===== src/rtl/stage_render_pkg.sv =====
// Shared constants, colour codes and FSM encoding for the stage renderer.
package stage_render_pkg;
   localparam logic [8:0] ORIGIN_X  = 9'd72;
   localparam logic [7:0] ORIGIN_Y  = 8'd32;
   localparam int         TILE      = 16;
   localparam int         FIELD     = 176;
   localparam int         NUM_BOMBS = 6;

   localparam logic [7:0] LAST_PIX  = 8'(FIELD - 1);
   localparam logic [2:0] LAST_BOMB = 3'(NUM_BOMBS - 1);

   localparam logic [2:0] COL_EXPLOSION = 3'b110;
   localparam logic [2:0] COL_GRASS     = 3'b010;
   localparam logic [2:0] COL_WALL      = 3'b111;
   localparam logic [2:0] COL_BRICK     = 3'b100;
   localparam logic [2:0] COL_OTHER     = 3'b011;
   localparam logic [2:0] COL_BOMB      = 3'b000;

   typedef enum logic [2:0] {
      ST_IDLE   = 3'd0,
      ST_TILES  = 3'd1,
      ST_BLATCH = 3'd2,
      ST_BDRAW  = 3'd3,
      ST_FIN    = 3'd4
   } state_t;
endpackage


===== src/rtl/stage_render_tile_colour.sv =====
// Combinational map-tile to palette lookup; an explosion overrides the tile.
module tile_colour
   import stage_render_pkg::*;
(
   input  logic [3:0] map_tile_id,
   input  logic       has_explosion,
   output logic [2:0] colour
);

   // palette selection
   always_comb begin
      colour = COL_OTHER;
      if (has_explosion) begin
         colour = COL_EXPLOSION;
      end else begin
         case (map_tile_id)
            4'd0:    colour = COL_GRASS;
            4'd1:    colour = COL_WALL;
            4'd2:    colour = COL_BRICK;
            default: colour = COL_OTHER;
         endcase
      end
   end

endmodule


===== src/rtl/stage_render.sv =====
// Frame renderer: scans the tile field, then overlays each enabled bomb sprite,
// writing every pixel to the VGA adapter with one cycle of latency.
module stage_render
   import stage_render_pkg::*;
(
   input  logic        clk,
   input  logic        reset,
   input  logic        start,
   output logic [8:0]  X,
   output logic [7:0]  Y,
   input  logic [3:0]  map_tile_id,
   input  logic        has_explosion,
   output logic [2:0]  bomb_id,
   input  logic [17:0] bomb_info,
   output logic [8:0]  vga_x,
   output logic [7:0]  vga_y,
   output logic [2:0]  colour,
   output logic        plot,
   output logic        busy,
   output logic        done
);

   state_t      state_r, state_nxt_s;
   logic [7:0]  px_r, py_r, px_nxt_s, py_nxt_s;
   logic [3:0]  ox_r, oy_r, ox_nxt_s, oy_nxt_s;
   logic [2:0]  bid_r, bid_nxt_s;
   logic [16:0] bpos_r, bpos_nxt_s;
   logic [8:0]  vx_r, vx_nxt_s;
   logic [7:0]  vy_r, vy_nxt_s;
   logic [2:0]  col_r, col_nxt_s, tile_col_s;
   logic        plot_r, plot_nxt_s, done_r, done_nxt_s, busy_r;
   logic        in_sprite_s;

   tile_colour u_tile_colour (
      .map_tile_id   (map_tile_id),
      .has_explosion (has_explosion),
      .colour        (tile_col_s)
   );

   assign X       = (state_r == ST_TILES) ? (ORIGIN_X + {1'b0, px_r}) : 9'd0;
   assign Y       = (state_r == ST_TILES) ? (ORIGIN_Y + py_r) : 8'd0;
   assign bomb_id = bid_r;
   assign vga_x   = vx_r;
   assign vga_y   = vy_r;
   assign colour  = col_r;
   assign plot    = plot_r;
   assign busy    = busy_r;
   assign done    = done_r;

   // the 2-pixel transparent border leaves a 12x12 solid sprite
   assign in_sprite_s = (ox_r >= 4'd2) && (ox_r <= 4'd13) && (oy_r >= 4'd2) && (oy_r <= 4'd13);

   // next-state, counter and pixel-output computation
   always_comb begin
      state_nxt_s = state_r;
      px_nxt_s    = px_r;
      py_nxt_s    = py_r;
      ox_nxt_s    = ox_r;
      oy_nxt_s    = oy_r;
      bid_nxt_s   = bid_r;
      bpos_nxt_s  = bpos_r;
      vx_nxt_s    = 9'd0;
      vy_nxt_s    = 8'd0;
      col_nxt_s   = 3'd0;
      plot_nxt_s  = 1'b0;
      done_nxt_s  = 1'b0;
      case (state_r)
         ST_IDLE: begin
            if (start) begin
               state_nxt_s = ST_TILES;
               px_nxt_s    = 8'd0;
               py_nxt_s    = 8'd0;
               bid_nxt_s   = 3'd0;
            end else begin
               state_nxt_s = ST_IDLE;
            end
         end
         ST_TILES: begin
            vx_nxt_s   = X;
            vy_nxt_s   = Y;
            col_nxt_s  = tile_col_s;
            plot_nxt_s = 1'b1;
            if (px_r == LAST_PIX) begin
               px_nxt_s = 8'd0;
               if (py_r == LAST_PIX) begin
                  py_nxt_s    = 8'd0;
                  bid_nxt_s   = 3'd0;
                  state_nxt_s = ST_BLATCH;
               end else begin
                  py_nxt_s = py_r + 8'd1;
               end
            end else begin
               px_nxt_s = px_r + 8'd1;
            end
         end
         ST_BLATCH: begin
            bpos_nxt_s = bomb_info[17:1];
            if (bomb_info[0]) begin
               ox_nxt_s    = 4'd0;
               oy_nxt_s    = 4'd0;
               state_nxt_s = ST_BDRAW;
            end else if (bid_r == LAST_BOMB) begin
               state_nxt_s = ST_FIN;
            end else begin
               bid_nxt_s = bid_r + 3'd1;
            end
         end
         ST_BDRAW: begin
            vx_nxt_s   = bpos_r[8:0] + {5'd0, ox_r};
            vy_nxt_s   = bpos_r[16:9] + {4'd0, oy_r};
            col_nxt_s  = COL_BOMB;
            plot_nxt_s = in_sprite_s;
            if (ox_r == 4'd15) begin
               ox_nxt_s = 4'd0;
               if (oy_r == 4'd15) begin
                  oy_nxt_s = 4'd0;
                  if (bid_r == LAST_BOMB) begin
                     state_nxt_s = ST_FIN;
                  end else begin
                     bid_nxt_s   = bid_r + 3'd1;
                     state_nxt_s = ST_BLATCH;
                  end
               end else begin
                  oy_nxt_s = oy_r + 4'd1;
               end
            end else begin
               ox_nxt_s = ox_r + 4'd1;
            end
         end
         ST_FIN: begin
            done_nxt_s  = 1'b1;
            bid_nxt_s   = 3'd0;
            state_nxt_s = ST_IDLE;
         end
         default: begin
            state_nxt_s = ST_IDLE;
         end
      endcase
   end

   // state, counters and registered VGA outputs
   always_ff @(posedge clk) begin
      if (reset) begin
         state_r <= ST_IDLE;
         px_r    <= 8'd0;
         py_r    <= 8'd0;
         ox_r    <= 4'd0;
         oy_r    <= 4'd0;
         bid_r   <= 3'd0;
         bpos_r  <= 17'd0;
         vx_r    <= 9'd0;
         vy_r    <= 8'd0;
         col_r   <= 3'd0;
         plot_r  <= 1'b0;
         done_r  <= 1'b0;
         busy_r  <= 1'b0;
      end else begin
         state_r <= state_nxt_s;
         px_r    <= px_nxt_s;
         py_r    <= py_nxt_s;
         ox_r    <= ox_nxt_s;
         oy_r    <= oy_nxt_s;
         bid_r   <= bid_nxt_s;
         bpos_r  <= bpos_nxt_s;
         vx_r    <= vx_nxt_s;
         vy_r    <= vy_nxt_s;
         col_r   <= col_nxt_s;
         plot_r  <= plot_nxt_s;
         done_r  <= done_nxt_s;
         busy_r  <= (state_nxt_s != ST_IDLE);
      end
   end

endmodule


===== config.mk =====
export PLATFORM = sky130hd
export DESIGN_NAME = stage_render
export DESIGN_NICKNAME = d
export VERILOG_FILES = /design/src/rtl/stage_render_pkg.sv /design/src/rtl/stage_render_tile_colour.sv /design/src/rtl/stage_render.sv
export SDC_FILE = /design/constraint.sdc
export NUM_CORES = 1
export LEC_CHECK = 0
export ABC_AREA = 0
export CELL_PAD_IN_SITES_DETAIL_PLACEMENT = 1
export CELL_PAD_IN_SITES_GLOBAL_PLACEMENT = 2
export CORE_MARGIN = 4
export CORE_UTILIZATION = 25
export DETAILED_ROUTE_END_ITERATION = 6
export GPL_ROUTABILITY_DRIVEN = 0
export PLACE_DENSITY = 0.67
export SLEW_MARGIN = 20
export SYNTH_ARGS = -nofsm -noshare
export SYNTH_HDL_FRONTEND = slang
export SYNTH_HIERARCHICAL = 1
export SYNTH_SLANG_ARGS = --single-unit

===== constraint.sdc =====
create_clock -name clk -period 2 [get_ports clk]
set_input_delay 0.2 -clock clk [delete_from_list [all_inputs] [get_ports clk]]
set_output_delay 0.2 -clock clk [all_outputs]
set_load 0.1 [all_outputs]

==> results.py, run 1 <==
metrics = {
    "status": {
        "status": "finished, final reports clean",
    },
    "floorplan": {
        "placement_rows": 44,
        "ios": 69,
        "die-area_um2": 16800,
        "initial_utilization_pct": 25.45,
        "floorplan.core_area_um2": 14530,
        "floorplan.die.height_um": 129.6,
        "floorplan.die.width_um": 129.6,
    },
    "sta": {
        "setup_repair_after_global_routing_missed_its_margin": "false",
        "post-route-min-period_ns": 1.938,
        "worst_pin_slew_ns": 0.4969,
        "relSlewSlack_pct": 66.88,
        "final-max-slew-violation-count": 0,
        "max_freq_ghz": 0.5161,
        "worst_clock_skew_on_the_final_layout_ns": 0.002452,
        "finalSetupTns_ns": 0,
        "setup_slack_ns": 0.06234,
        "setup_viol": 0,
        "timing_hold_violations_final": 0,
        "finalCritPeriodShare_pct": 96.88,
        "timing.hold.ws_ns": 0.4158,
    },
    "global_routing": {
        "initial_antenna_violation_count": 0,
        "grt_first_pass_wirelength_um": 19680,
        "largest_net_degree_at_the_start_of_global_routing": 44,
        "grt_use_total_pct": 15.04,
        "first_global_vias": 3738,
        "grt.overflow.total": 0,
    },
    "final_layout": {
        "insertedDiodeCount": 0,
        "instances_no_fill": 728,
        "area_growth_syn_to_layout_pct": 40.76,
        "final_layout_size_suffix_gt1_share_pct": 23.71,
        "final_design_area_no_fill_um2": 5206,
        "finish.net_count": 591,
    },
    "clock_network": {
        "clock_latency_late_sink_ns": 0.34,
        "max-clock-path-buffers": 2,
        "cts_inserted_buffers": 9,
        "holdBufCountCts": 0,
        "cts.root.buffer_cell": "sky130_fd_sc_hd__clkbuf_16",
        "cts_max_level": 3,
        "tritoncts": "built",
        "clock_sink_count": 70,
        "clk_pin_slew_ns": 0.06,
        "post_cts_buffers": 0,
    },
    "detailed_routing": {
        "postRouteWirelength_um": 12220,
        "drt-pass1-iter-count": 5,
        "wl_per_cell_um": 16.79,
        "drt-initial-drc-count": 133,
        "drc": 0,
        "post_drt_via_cell_ratio": 4.837,
        "detailed_route_via_count": 3521,
        "final_antenna_net_count": 0,
    },
    "yosys": {
        "synth_top_cells_by_count": "70 x sky130_fd_sc_hd__dfxtp_1, 64 x sky130_fd_sc_hd__nand2_1, 47 x sky130_fd_sc_hd__nor2_1",
        "post_synth_num_cell_types": 59,
        "synth-edff-count": 0,
        "yosys_register_bits": 70,
        "mappedNetlistNets": 499,
        "synth_area_leaders": "sky130_fd_sc_hd__dfxtp_1 38%, sky130_fd_sc_hd__ha_1 7.4%, sky130_fd_sc_hd__nand2_1 6.5%, sky130_fd_sc_hd__a21oi_1 5.4%, sky130_fd_sc_hd__nor2_1 4.8%",
        "post_synth_inst_count": 449,
        "yosys_warns": 6,
        "postSynthAreaPerCell_um2": 8.237,
        "yosys_most_used_dff": "sky130_fd_sc_hd__dfxtp_1",
        "synth.largest_area_cell": "sky130_fd_sc_hd__dfxtp_1",
        "seq_area_frac_synth_pct": 37.89,
        "synth.top_cell.area_share_pct": 37.89,
        "netlist_area_um2": 3699,
        "synthMostInstantiatedCell": "sky130_fd_sc_hd__dfxtp_1",
        "ys_async_sr_fraction_pct": 0,
    },
    "hold_path": {
        "hold_depth": 3,
        "holdCritPathClass": "in -> reg",
    },
    "placement": {
        "dpl.cell_count": 714,
        "placement.cell_area_um2": 4911,
        "hpwl_um": 9322,
        "dpl_worst_slack_ns": 0.1324,
        "buffer_ports.inserted": 68,
    },
    "critical_path": {
        "worst-endpoint-arrival_ns": 1.74,
        "path_class": "reg -> out",
        "critPathRequiredTime_ns": 1.80,
        "timing.critical_path.from": "state_r[0]$_SDFF_PP0_",
        "critPathMaxFanout": 5,
        "crit_path_end": "X[6]",
        "start_kind": "flip-flop",
        "reg2reg_path_depth": 8,
        "regToRegStartpoint": "oy_r[0]$_SDFFE_PP0P_",
        "worst_r2r_end": "vga_y[6]$_SDFF_PP0_",
        "rrSetupSlack_ns": 0.16,
        "critPathCaptureType": "output port",
    },
    "job": {
        "max_cap_violations": 0,
    },
    "power_and_ir_drop": {
        "leakagePower_nw": 2.047,
        "pwr_dens_nw_per_um2": 741.5,
        "max-vdd-ir-drop_v": 0.0003879,
    },
}
==> cell type report <==
cell class | count | area (µm²)
clock buffer | 12 | 246.5
clock inverter | 2 | 10.01
inverter | 15 | 56.30
multi-input combinational | 341 | 2187
tap | 184 | 230.2
timing repair buffer | 104 | 1069
fill | 1742 | 9328
sequential | 70 | 1408
==> cell families after synthesis <==
logic type	synth area share, %
xor gates and xnor gates	4.262
DFF	37.89
and+or+nand+nor	26.62
AOI/OAI and AO/OA	17.46
muxes	0.8119
buffers and inverters	4.431
adders and majority gates	8.525
==> placed cells by master, fill, tap and decap left out, types with 3 or more instances in the layout <==
cell type and count:
sky130_fd_sc_hd__nor4_1 5, sky130_fd_sc_hd__a31o_2 4, sky130_fd_sc_hd__mux2i_1 3, sky130_fd_sc_hd__a31oi_1 5
sky130_fd_sc_hd__clkbuf_16 9, sky130_fd_sc_hd__a21o_1 5, sky130_fd_sc_hd__buf_12 18, sky130_fd_sc_hd__a41oi_1 3
sky130_fd_sc_hd__xnor2_1 16, sky130_fd_sc_hd__o21a_1 6, sky130_fd_sc_hd__buf_4 61, sky130_fd_sc_hd__a311oi_1 4
sky130_fd_sc_hd__ha_1 21, sky130_fd_sc_hd__nor3b_1 3, sky130_fd_sc_hd__nor2_1 43, sky130_fd_sc_hd__nand2b_1 3
sky130_fd_sc_hd__or4_1 4, sky130_fd_sc_hd__nand2_1 64, sky130_fd_sc_hd__and2_1 7, sky130_fd_sc_hd__nor3_1 7
sky130_fd_sc_hd__nand3b_1 4, sky130_fd_sc_hd__dfxtp_1 65, sky130_fd_sc_hd__nand3_1 16, sky130_fd_sc_hd__o21ai_0 13
sky130_fd_sc_hd__a21oi_1 38, sky130_fd_sc_hd__and2_2 6, sky130_fd_sc_hd__and3_1 6, sky130_fd_sc_hd__dfxtp_2 5
sky130_fd_sc_hd__and4_1 3, sky130_fd_sc_hd__nand4_1 10, sky130_fd_sc_hd__inv_1 14, sky130_fd_sc_hd__clkdlybuf4s50_1 25
sky130_fd_sc_hd__nor2_4 4
==> critical path, cell delays in order, from the launching register on <==
cell and delay (ns):
sky130_fd_sc_hd__dfxtp_2 0.37, sky130_fd_sc_hd__or3b_4 0.44, sky130_fd_sc_hd__buf_4 0.19, sky130_fd_sc_hd__a21oi_4 0.19
sky130_fd_sc_hd__buf_12 0.20
==> state kept, by name (all words and copies together), names as in the netlist <==
signal and cells:
done 1, state_r 3, oy_r 4, py_r 8
vga_y 8, px_r 8, busy 1, bpos_r 17
colour 3, vga_x 9, plot 1, bomb_id 3
ox_r 4
==> report_power, final <==
group	internal (mW)	leakage, nW	switching, mW
Sequential	1.45	0.569	0.0490
Combinational	0.327	1.35	0.577
Clock	0.856	0.128	0.602
Total	2.63	2.05	1.23
==> metrics by stage <==
stage	util, %	power [mW]
after floorplan	-	2.065
after global placement	33.79	2.413
after detailed placement	33.79	2.423
after CTS	35.78	3.925
after global routing	35.82	4.039
final	35.82	3.860
==> repair_timing <==
item / 4_1_cts / 5_1_grt
setup endpoints to repair: 8 / 8
pin swaps: 0 / 1
cloned: 0 / 0
gates resized for setup: 8 / 6
==> layer usage <==
| layer | vias to the layer above | wire [µm] | part of all wire, % | global-route usage (%) |
|---|---|---|---|---|
| met2 | 51 | 5638 | 46 | 23.48 |
| li1 | 1760 | - | - | - |
| met1 | 1692 | 5803 | 47 | 19.97 |
| met4 | 0 | 312 | 2.6 | 6.601 |
| met5 | - | 0 | 0 | 0 |
| met3 | 18 | 468 | 3.8 | 3.256 |
==> worst min path at each step <==
stage / start / endpoint
4_1_cts: bomb_info[1] / bpos_r[0]$_SDFFE_PP0P_
5_1_grt: bomb_info[1] / bpos_r[0]$_SDFFE_PP0P_
6_report: bomb_info[4] / bpos_r[3]$_SDFFE_PP0P_
3_5_place_dp: bpos_r[12]$_SDFFE_PP0P_ / bpos_r[12]$_SDFFE_PP0P_
3_3_place_gp: bpos_r[12]$_SDFFE_PP0P_ / bpos_r[12]$_SDFFE_PP0P_
2_1_floorplan: bomb_info[0] / oy_r[2]$_SDFFE_PP0P_
Power figures use the tool's default switching activity.
==> run 2, diff against run 1 <==
CORE_UTILIZATION = 31   (was 25)
PLACE_DENSITY = 0.81   (was 0.67)
==> results.py, run 2 (synthesis results as in run 1) <==
metrics = {
    "status": {
        "status": "finished, final reports clean",
    },
    "critical_path": {
        "path_class": "reg -> out",
        "critPathCaptureType": "output port",
        "path_cells": "or3b_4 -> buf_4 -> nor2_2 -> buf_12",
        "slowest_stage": "sky130_fd_sc_hd__or3b_4",
        "critPathBufInv": 2,
        "critPathRequiredTime_ns": 1.80,
        "worst_path_largest_cell_delay_ns": 0.46,
        "start_kind": "flip-flop",
        "worst-endpoint-arrival_ns": 1.80,
        "critPathMaxFanout": 9,
        "regToRegStartpoint": "oy_r[0]$_SDFFE_PP0P_",
        "rrSetupSlack_ns": 0.13,
        "kind_of_cell_adding_the_most_delay_to_the_critical_path": "simple AND/OR/NAND/NOR gates",
        "timing.critical_path.from": "state_r[2]$_SDFF_PP0_",
    },
    "power_and_ir_drop": {
        "pwr_dens_nw_per_um2": 780.4,
        "power_switching_share_pct": 30.25,
        "seq_power_share_pct": 37.2,
        "power_report.internal_total_mw": 2.818,
        "max-vdd-ir-drop_v": 0.0003207,
        "leakagePower_nw": 2.062,
        "pwr-share-clk_pct": 41.6,
        "comb_power_share_pct": 21.2,
        "net-switching-power_mw": 1.222,
    },
    "floorplan": {
        "floorplan.die.height_um": 117.2,
        "initial_utilization_pct": 31.98,
        "floorplan.core_area_um2": 11560,
        "floorplan.die.width_um": 117.2,
        "die-area_um2": 13740,
        "ios": 69,
        "placement_rows": 39,
    },
    "clock_network": {
        "clk_pin_slew_ns": 0.06,
        "cts.root.buffer_cell": "sky130_fd_sc_hd__clkbuf_16",
        "clock_sink_count": 70,
        "clock_latency_late_sink_ns": 0.34,
        "post_cts_buffers": 0,
        "max-clock-path-buffers": 2,
        "holdBufCountCts": 0,
        "cts_max_level": 3,
        "tritoncts": "built",
        "cts_inserted_buffers": 9,
    },
    "final_layout": {
        "area.sequential_um2": 1405,
        "finish.net_count": 590,
        "final_layout_size_suffix_gt1_share_pct": 23.30,
        "mostFrequentLayoutCell": "sky130_fd_sc_hd__dfxtp_1",
        "insertedDiodeCount": 0,
        "largest-register": "bpos_r",
        "filler_cell_count": 1380,
        "mostFrequentLayoutCells": "67 x sky130_fd_sc_hd__dfxtp_1, 64 x sky130_fd_sc_hd__nand2_1, 61 x sky130_fd_sc_hd__buf_4",
        "largest_register_ffs": 17,
        "area_growth_syn_to_layout_pct": 39.95,
        "instances_no_fill": 688,
        "multiInputGateArea_um2": 2175,
    },
    "placement": {
        "buffer_ports.inserted": 68,
        "dpl.cell_count": 672,
        "hpwl_um": 8988,
    },
    "sta": {
        "max_freq_ghz": 0.5004,
        "timing_hold_violations_final": 0,
        "post-route-min-period_ns": 1.998,
        "setup_viol": 0,
        "final-max-slew-violation-count": 0,
        "setup_repair_after_global_routing_missed_its_margin": "true",
        "finalSetupTns_ns": 0,
        "finalCritPeriodShare_pct": 99.92,
        "relSlewSlack_pct": 68.57,
        "worst_pin_slew_ns": 0.4715,
        "worst_clock_skew_on_the_final_layout_ns": 0.005633,
    },
    "hold_path": {
        "holdCritPathClass": "in -> reg",
        "hold_path_startpoint": "bomb_info[8]",
    },
    "detailed_routing": {
        "postRouteWirelength_um": 11740,
        "detailed_route_via_count": 3551,
        "final_antenna_net_count": 0,
        "drt-initial-drc-count": 161,
        "drc": 0,
        "drt-pass1-iter-count": 4,
        "wl_per_cell_um": 17.06,
        "post_drt_via_cell_ratio": 5.161,
    },
    "job": {
        "max_cap_violations": 0,
    },
    "global_routing": {
        "initial_antenna_violation_count": 0,
        "grt_first_pass_wirelength_um": 18900,
        "largest_net_degree_at_the_start_of_global_routing": 44,
        "first_global_vias": 3648,
        "grt_use_total_pct": 17.90,
        "grt.overflow.total": 0,
    },
}
## run 2: path summary, 6_finish.rpt
check	cells past startpoint	to
worst min-delay path	3	bpos_r[7]$_SDFFE_PP0P_
worst max-delay path	4	Y[7]
worst max register to register	8	vga_y[6]$_SDFF_PP0_
worst min register to register	2	bpos_r[0]$_SDFFE_PP0P_
## run 2: routing by layer
| metal | wire length (µm) | track usage, % |
|---|---|---|
| met1 | 5412 | 23.25 |
| met3 | 445 | 4.062 |
| met4 | 209 | 6.193 |
| met2 | 5670 | 29.22 |
| met5 | 0 | 0 |
## run 2: power groups by stage
stage | Combinational, mW | Sequential (mW) | Clock [mW]
floorplan | 0.439 | 1.63 | 0
global placement | 0.841 | 1.53 | 0
detailed placement | 0.856 | 1.53 | 0
CTS | 0.865 | 1.50 | 1.72
global route | 0.931 | 1.51 | 1.79
finish | 0.858 | 1.50 | 1.68
## run 2: tightest hold or removal path, cell delays in order
cell	delay [ns]
sky130_fd_sc_hd__clkdlybuf4s50_1	0.40
sky130_fd_sc_hd__nand2_1	0.06
sky130_fd_sc_hd__a21oi_1	0.05
## run 2: stage by stage
| step | util, % | cell area [µm²] | power (mW) | setup slack, ns | hold WS, ns |
|---|---|---|---|---|---|
| after floorplan | - | 3720 | 2.065 | -0.01174 | 0.3117 |
| after global placement | 41.85 | 4840 | 2.367 | 0.1878 | 0.4581 |
| after detailed placement | 41.85 | 4840 | 2.385 | 0.08485 | 0.4630 |
| after CTS | 44.63 | 5161 | 4.089 | -0.0003698 | 0.4050 |
| after global routing | 44.76 | 5176 | 4.228 | -0.05536 | 0.4258 |
| final | 44.76 | 5176 | 4.040 | 0.001526 | 0.4131 |
## run 2: cell type report
class                      instances  area share [%]
timing repair buffer             103           20.26
sequential                        70           27.15
multi-input combinational        341           42.01
tap                              143           3.457
clock inverter                     2          0.7493
clock buffer                      14           5.294
inverter                          15           1.088
## run 2: timing repair
item                                    CTS  global route
endpoints found under the hold margin     0             0
endpoints found under the setup margin    6             7
pin swaps                                 0             1
gates cloned                              0             0
resized for setup                         4             4
==> run 3, diff against run 2 <==
CORE_ASPECT_RATIO = 0.6   (was unset)
clock period = 1.9 ns   (was 2 ns; I/O delays follow)
==> results.py, run 3 (synthesis results as in run 1) <==
metrics = {
    "final_layout": {
        "filler_cell_count": 1376,
        "area_growth_syn_to_layout_pct": 47.19,
        "final_layout_size_suffix_gt1_share_pct": 28.90,
        "largest-register": "bpos_r",
        "insertedDiodeCount": 0,
        "finish.net_count": 610,
        "instances_no_fill": 724,
        "mostFrequentLayoutCells": "78 x sky130_fd_sc_hd__buf_4, 64 x sky130_fd_sc_hd__nand2_1, 60 x sky130_fd_sc_hd__dfxtp_1",
        "largest_register_ffs": 17,
        "area.sequential_um2": 1419,
        "final_core_util_pct": 47.40,
        "mostFrequentLayoutCell": "sky130_fd_sc_hd__buf_4",
        "multiInputGateArea_um2": 2233,
    },
    "placement": {
        "hpwl_um": 9492,
        "dpl.cell_count": 704,
        "buffer_ports.inserted": 68,
    },
    "detailed_routing": {
        "wl_per_cell_um": 17.59,
        "drc": 0,
        "postRouteWirelength_um": 12740,
        "post_drt_via_cell_ratio": 5.110,
        "detailed_route_via_count": 3700,
        "final_antenna_net_count": 0,
        "drt-initial-drc-count": 251,
        "drt-pass1-iter-count": 4,
    },
    "clock_network": {
        "max-clock-path-buffers": 2,
        "holdBufCountCts": 0,
        "cts_inserted_buffers": 9,
        "cts_max_level": 3,
        "tritoncts": "built",
        "clk_pin_slew_ns": 0.06,
        "clock_sink_count": 70,
        "clock_latency_late_sink_ns": 0.33,
        "cts.root.buffer_cell": "sky130_fd_sc_hd__clkbuf_16",
    },
    "global_routing": {
        "initial_antenna_violation_count": 0,
        "grt_first_pass_wirelength_um": 20560,
        "grt.overflow.total": 0,
        "largest_net_degree_at_the_start_of_global_routing": 30,
        "first_global_vias": 3783,
        "grt_use_total_pct": 18.83,
    },
    "critical_path": {
        "critPathCaptureType": "output port",
        "worst-endpoint-arrival_ns": 1.66,
        "start_kind": "flip-flop",
        "slowest_stage": "sky130_fd_sc_hd__dfxtp_2",
        "path_cells": "buf_4 -> nor3b_4 -> buf_4 -> and2_2 -> buf_12",
        "reg2reg_path_depth": 5,
        "path_class": "reg -> out",
        "critPathMostFrequentCell": "sky130_fd_sc_hd__buf_4",
        "critPathMaxFanout": 8,
        "critPathRequiredTime_ns": 1.71,
        "worst_path_largest_cell_delay_ns": 0.35,
    },
    "status": {
        "status": "finished, final reports clean",
    },
    "floorplan": {
        "initial_utilization_pct": 32.20,
        "placement_rows": 30,
        "die-area_um2": 13800,
        "floorplan.die.height_um": 92.61,
        "floorplan.core_area_um2": 11490,
        "ios": 69,
        "floorplan.die.width_um": 149.0,
    },
    "sta": {
        "finalCritPeriodShare_pct": 97.27,
        "timing_hold_violations_final": 0,
        "worst_clock_skew_on_the_final_layout_ns": 0.004949,
        "finalSetupTns_ns": 0,
        "worst_pin_slew_ns": 0.4029,
        "final-max-slew-violation-count": 0,
        "setup_repair_after_global_routing_missed_its_margin": "true",
        "timing.hold.ws_ns": 0.4096,
        "post-route-min-period_ns": 1.848,
        "setup_viol": 0,
        "max_freq_ghz": 0.5411,
        "relSlewSlack_pct": 72.44,
    },
    "hold_path": {
        "hold_depth": 3,
        "holdCritPathClass": "in -> reg",
    },
    "power_and_ir_drop": {
        "leakagePower_nw": 2.160,
        "max-vdd-ir-drop_v": 0.0004481,
        "pwr_dens_nw_per_um2": 804.1,
    },
    "job": {
        "max_cap_violations": 0,
    },
}
run 3: layout make-up:
cell class / count / share of cell area (%)
Clock buffer: 9 / 4.137
Clock inverter: 6 / 1.609
Tap cell: 160 / 3.677
Multi-Input combinational cell: 341 / 41.03
Timing Repair Buffer: 123 / 22.39
Inverter: 15 / 1.103
Sequential cell: 70 / 26.06
run 3: through the flow:
stage,worst slack (ns),power [mW],cell area (µm²)
floorplan,0.03036,2.185,3757
detailed placement,0.005611,2.556,5011
finish,0.05194,4.378,5444
global route,-0.05476,4.574,5444
global placement,0.1034,2.531,5011
CTS,0.01921,4.375,5351
run 3: per-layer routing:
| metal | global-route usage (%) | up-vias | wire length [µm] |
|---|---|---|---|
| li1 | - | 1793 | - |
| met1 | 26.87 | 1836 | 6356 |
| met2 | 28.62 | 60 | 5758 |
| met3 | 5.086 | 11 | 499 |
| met4 | 3.656 | 0 | 122 |
| met5 | 0 | - | 0 |
run 3: worst paths after layout:
path,endpoint,startpoint,slack (ns)
worst max-delay path,X[2],state_r[2]$_SDFF_PP0_,0.05
worst min-delay path,bpos_r[6]$_SDFFE_PP0P_,bomb_info[7],0.41
worst max register to register,bomb_id[0]$_SDFFE_PP0P_,px_r[7]$_SDFFE_PP0P_,0.10
worst min register to register,bpos_r[11]$_SDFFE_PP0P_,bpos_r[11]$_SDFFE_PP0P_,0.47
run 3: report_power, final:
part           internal (mW)  total (mW)  switching [mW]
clock network           1.14        1.78           0.640
registers               1.53        1.58          0.0588
logic                  0.381        1.01           0.634
total                   3.04        4.38            1.33
run 3: critical path, delay by kind of cell (launching register included):
kind / cells / cell delay, ns
AND/OR/NAND/NOR: 2 / 0.43
buffers and inverters: 3 / 0.55
flip-flops: 1 / 0.35
run 3: repair_timing:
| action | in CTS | in global routing |
|---|---|---|
| setup buffers | 1 | 4 |
| gates resized for setup | 10 | 18 |
| pin swaps | 0 | 4 |
| setup endpoints to repair | 11 | 21 |
| gates cloned | 0 | 1 |
==> RTL change 1: new RTL, flow settings as in run 2 <==
`oy_r` no longer has a reset.
--- a/src/rtl/stage_render.sv
+++ b/src/rtl/stage_render.sv
@@ -145,7 +145,6 @@
          px_r    <= 8'd0;
          py_r    <= 8'd0;
          ox_r    <= 4'd0;
-         oy_r    <= 4'd0;
          bid_r   <= 3'd0;
          bpos_r  <= 17'd0;
          vx_r    <= 9'd0;
@@ -159,7 +158,6 @@
          px_r    <= px_nxt_s;
          py_r    <= py_nxt_s;
          ox_r    <= ox_nxt_s;
-         oy_r    <= oy_nxt_s;
          bid_r   <= bid_nxt_s;
          bpos_r  <= bpos_nxt_s;
          vx_r    <= vx_nxt_s;
@@ -171,5 +169,9 @@
       end
    end
 
+   always_ff @(posedge clk) begin
+      oy_r <= oy_nxt_s;
+   end
+
 endmodule
 
Function: no difference found for any inputs over 10 cycles, from zero or initial values and one cycle with reset high; that may be too few to reach the edited logic, so the function may still have changed.
==> RTL change 1 against run 2 <==
Synthesized cell count fell by 0.22%; fmax grew 1.8%; cell area rose by 1.6%; area after synthesis grew 1.3%; critical path depth unchanged; routed wire length increased by 3.1%; global-route usage about the same; sequential cell count is the same; setup slack better by 35 ps; largest cell class unchanged.
Power is not compared: it rests on default switching activity, and its combinational part moved more than twofold at a synthesized area within 25%.
==> RTL change 1: results (changes against run 2) <==
** Final layout
- The flip-flop and latch count is 70 (unchanged).
- The final-layout fill cell count came to 1,364 (-1.2%).
- The count of buffers not belonging to the clock network in the layout was 106 (+2.9%).
- #MultiIn Comb :: 338 (-0.88%)
- The non-clock buffer contribution to total cell area was 20.34% (+0.082 points).
- The fraction of area in multi-input gates was 41.41% (-0.60 points).
- Layout Nets :: 591 (+0.17%)
- The area fraction of clock buffers and clock inverters is 6.066% (+0.023 points).

** Routing
- Post-detailed-routing wire length :: 12,100 um (+3.1%)
- The detailed-route via count is 3,608 (+1.6%).

** Setup path
- The stage delay of the slowest cell on the critical path was 410 ps (-50 ps).
- Data arrival at the endpoint of the critical path :: 1760 ps (-40 ps)
- Crit-path slowest cell :: dfxtp_2

** Synth
- Adder-cell area share of the yosys netlist :: 8.420% (-0.11 points)
- Share of synthesized area spent on multiplexers :: 1.136% (+0.32 points)
- The net count after synthesis was 498 (-0.20%).
- Synth cell types :: 62 (+5.1%)
- Most area-consuming cells after synthesis :: dfxtp_1 (35%), ha_1 (7.4%), nand2_1 (5.8%)
- The sequential fraction of the synthesis area came to 38.49% (+0.60 points).
- Sorting the synthesized cells by how often they occur yields dfxtp_1 (66), nand2_1 (58), nor2_1 (49).
- Synth Area in Compound Gates :: 17.37% (-0.082 points)
- The combined area of all synthesized cells came to 3745 um2 (+1.3%).

** Global routing
- Number of global-route vias before repair :: 3,868 (+6.0%)
- The wire length of the first global-routing pass was 20,080 um (+6.2%).
- The pin count of the biggest net entering global routing came to 40 (-9.1%).

** STA
- The clock tree skew after final layout came to 7.340 ps (+1.708 ps).

** Status
- The flow ran to the end, and the final reports show no timing, DRC or antenna violations.

** Worst hold path
- In this run the most critical hold path is launched from reset.

** Placement
- The worst setup timing slack at the placement stage was 40.41 ps (-44.43 ps).
- DP Cell Count :: 667 (-0.74%)
## RTL change 1: per-layer routing
metal | vias up | track usage, % | part of all wire, %
met1 | 1766 | 22.46 | 47
met2 | 58 | 30.94 | 49
met3 | 13 | 3.556 | 2.8
met5 | - | 0 | 0
li1 | 1771 | - | -
met4 | 0 | 5.128 | 1.5
## RTL change 1: what timing repair did
item                                    in CTS  in global routing
endpoints found under the setup margin      12                 11
setup buffers                                1                  5
gates resized for setup                      5                 11
pin swaps                                    1                  4
endpoints found under the hold margin        0                  0
## RTL change 1: final timing paths
kind,cells past startpoint,endpoint,slack [ps]
setup reg to reg,7,vga_y[6]$_SDFF_PP0_,100
setup / recovery,4,Y[4],40
hold / removal,3,ox_r[1]$_SDFFE_PP0P_,360
hold reg to reg,2,bpos_r[11]$_SDFFE_PP0P_,470
## RTL change 1: worst reg2reg max path, cell delays in order, from the launching register on
cell and delay (ps):
edfxtp_1 410, ha_2 230, inv_1 60, fa_1 410, nor2b_1 130, o21ai_1 90, a2111oi_1 380, a211o_1 150
==> RTL change 2: new RTL, settings of run 2 <==
Made on the original files. Register the output `X`, with the module's reset; this adds one clock of latency there. The other outputs are not delayed to match.
--- a/src/rtl/stage_render.sv
+++ b/src/rtl/stage_render.sv
@@ -20,6 +20,8 @@
    output logic        done
 );
 
+   logic [8:0] X_d;
+
    state_t      state_r, state_nxt_s;
    logic [7:0]  px_r, py_r, px_nxt_s, py_nxt_s;
    logic [3:0]  ox_r, oy_r, ox_nxt_s, oy_nxt_s;
@@ -37,7 +39,7 @@
       .colour        (tile_col_s)
    );
 
-   assign X       = (state_r == ST_TILES) ? (ORIGIN_X + {1'b0, px_r}) : 9'd0;
+   assign X_d     = (state_r == ST_TILES) ? (ORIGIN_X + {1'b0, px_r}) : 9'd0;
    assign Y       = (state_r == ST_TILES) ? (ORIGIN_Y + py_r) : 8'd0;
    assign bomb_id = bid_r;
    assign vga_x   = vx_r;
@@ -76,7 +78,7 @@
             end
          end
          ST_TILES: begin
-            vx_nxt_s   = X;
+            vx_nxt_s   = X_d;
             vy_nxt_s   = Y;
             col_nxt_s  = tile_col_s;
             plot_nxt_s = 1'b1;
@@ -171,5 +173,13 @@
       end
    end
 
+   always_ff @(posedge clk) begin
+      if (reset) begin
+         X <= '0;
+      end else begin
+         X <= X_d;
+      end
+   end
+
 endmodule
 
Formal check against the unedited RTL: not equivalent (Yosys sat finds a counterexample within 4 cycles, from zero or initial values and one cycle with reset high).
==> RTL change 2 against run 2 <==
Combinational power shrank 45%; count of clock-buffer cells in the layout shrank 3; sequential cell count grew 9; cell area grew 2.2%; via count up 0.48%; setup slack improved by 85 ps; sequential share of layout area up 3.0 points; area after synthesis grew 7.0%; fmax up 4.4%; total power fell by 9.9%; routed wire length fell by 1.5%; clock power fell by 8%; synthesized cell count grew 0.89%; highest routed layer unchanged.
==> RTL change 2: results (changes against run 2) <==
** Synth
- The number of warnings reported in the yosys synthesis log came to 6 (unchanged).
- Most area-consuming cells after synthesis :: dfxtp_1 (40%), ha_1 (7.0%), a21oi_1 (6.1%)
- Synth cell types :: 67 (+14%)
- Total nets after synthesis :: 503 (+0.80%)
- By count the netlist is led by dfxtp_1 (79), nand2_1 (63), a21oi_1 (48).
- The share of async-settable or async-resettable flops after synthesis came to 0% (unchanged).
- Sequential fraction of the synthesis area :: 39.96% (+2.1 points)

** Final layout
- The ratio of cells with drive above 1 in the final layout is 22.14% (-1.2 points).
- Largest register by flop count :: bpos_r
- Largest register FFs :: 17 (unchanged)
- Layout Nets :: 596 (+1.0%)
- Antenna Cells :: 0 (unchanged)

** Worst hold path
- In this run the most critical hold path is launched from bomb_info[12].
- Type of the worst min-delay path :: in2reg

** STA
- Final max-slew violation count :: 0 (unchanged)
- Worst hold margin :: 406.4 ps (-6.705 ps)
- Worst setup skew after layout :: 12.47 ps (+6.836 ps)
- The max-slew headroom at the worst pin is 68.20% (-0.36 points).

** Pwr
- The reported leakage power came to 0.002118 uW (+2.7%).
- Peak ir drop on the vdd network :: 0.0004395 V (+37%)
- Switching part of the total :: 27.31% (-2.9 points)

** Clocking
- Total number of H-tree levels :: 3 (unchanged)
- At the later pin of the worst-skew pair, clock insertion delay measures 350 ps.
- Number of buffers created by CTS :: 9 (unchanged)
- The maximum count of clock buffers along a single path came to 2 (unchanged).
- Root Driver :: clkbuf_16
- Clock-pin slew on the worst setup and hold paths :: 70 ps

** Global routing
- The via count of the first global-routing pass is 3,712 (+1.8%).
- The initial antenna violation count came to 0 (unchanged).
- The pin count of the biggest net entering global routing was 29 (-34%).
- The global-route met2 utilization came to 27.44% (-1.8 points).
- The global-route met3 utilization was 4.569% (+0.51 points).
- Wire length of the first global-routing pass :: 19,350 um (+2.4%)
- Met1 demand-to-capacity share in global routing :: 21.62% (-1.6 points)
- The overall track demand over capacity in global routing is 16.77% (-1.1 points).

** Status
- The run finished with clean final reports.

** Routing
- The DRC violation total after the first TritonRoute iteration is 139 (-14%).
- Detailed Routing Iterations Pass 1 :: 4 (unchanged)
- The total wire length was 11,570 um (-1.5%).
- Number of vias per cell :: 4.935 (-4.4%)

** Setup path
- The startpoint identified for the worst register-to-register timing path is px_r[0]$_SDFFE_PP0P_.
- Setup slack of the worst register-to-register path :: 90 ps (-40 ps)
- Startpoint Class :: register
- Data arrival at the endpoint of the critical path :: 2190 ps (+390 ps)
- Crit Path Max Fanout :: 8 (-1)

** Placement
- The instance area at placement is 4960 um2 (+2.5%).
- Dpl hpwl :: 8733 um (-2.8%)
- Input/output buffers :: 68 (unchanged)
-- RTL change 2: area by class of cell --
| class | instances | area, um2 |
|---|---|---|
| clock buffer | 11 | 242.7 |
| clock inverter | 5 | 32.53 |
| fill | 1493 | 7277 |
| inverter | 15 | 56.30 |
| multi-input combinational | 341 | 2238 |
| sequential | 79 | 1593 |
| tap | 172 | 215.2 |
| timing repair buffer | 100 | 913.4 |
-- RTL change 2: cell families after synthesis --
| group | share of synthesized area (%) |
|---|---|
| flops | 39.96 |
| compound gates | 16.25 |
| xor+xnor | 4.426 |
| fa+ha+maj | 7.967 |
| buf+inv | 4.742 |
| simple gates | 26.65 |
-- RTL change 2: stage by stage --
stage / total power [uW] / setup TNS, ps / cells / setup WS, ps
3_5_place_dp: 2114 / -6.472 / 706 / -6.472
3_3_place_gp: 2106 / 0 / 706 / 79.69
6_report: 3639 / 0 / 723 / 86.49
5_1_grt: 3779 / -122.3 / 723 / -98.11
4_1_cts: 3671 / 0 / 723 / 26.87
2_1_floorplan: 1941 / -24.82 / 453 / -24.82
-- RTL change 2: path summary, 6_finish.rpt --
path / end / cells past startpoint
max: bomb_id[2]$_SDFFE_PP0P_ / 6
min: bpos_r[11]$_SDFFE_PP0P_ / 3
max reg2reg: bomb_id[2]$_SDFFE_PP0P_ / 6
min reg2reg: bpos_r[9]$_SDFFE_PP0P_ / 2
-- RTL change 2: metal layers --
| layer | part of all wire, % | vias to the layer above |
|---|---|---|
| li1 | - | 1766 |
| met1 | 47 | 1718 |
| met2 | 46 | 76 |
| met3 | 5.0 | 8 |
| met4 | 1.3 | 0 |
| met5 | 0 | - |
-- RTL change 2: what timing repair did --
item / CTS / global route
gates resized for setup: 5 / 9
setup endpoints to repair: 10 / 21
buffers inserted: 1 / 0
cloned: 0 / 0
pin swaps: 2 / 1
-- RTL change 2: power groups by stage --
stage	registers (uW)	logic, uW	clock network (uW)
2_1_floorplan	1760	178	0
3_3_place_gp	1650	456	0
3_5_place_dp	1650	464	0
4_1_cts	1620	474	1580
5_1_grt	1620	508	1650
6_report	1620	476	1550
-- RTL change 2: worst max-delay path, cell delays in order, from the launching register on --
cell     delay [ps]
dfxtp_1         390
ha_1            260
nand3_4         160
o31ai_4         300
nand4_4         170
or4_1           420
a21oi_1         140
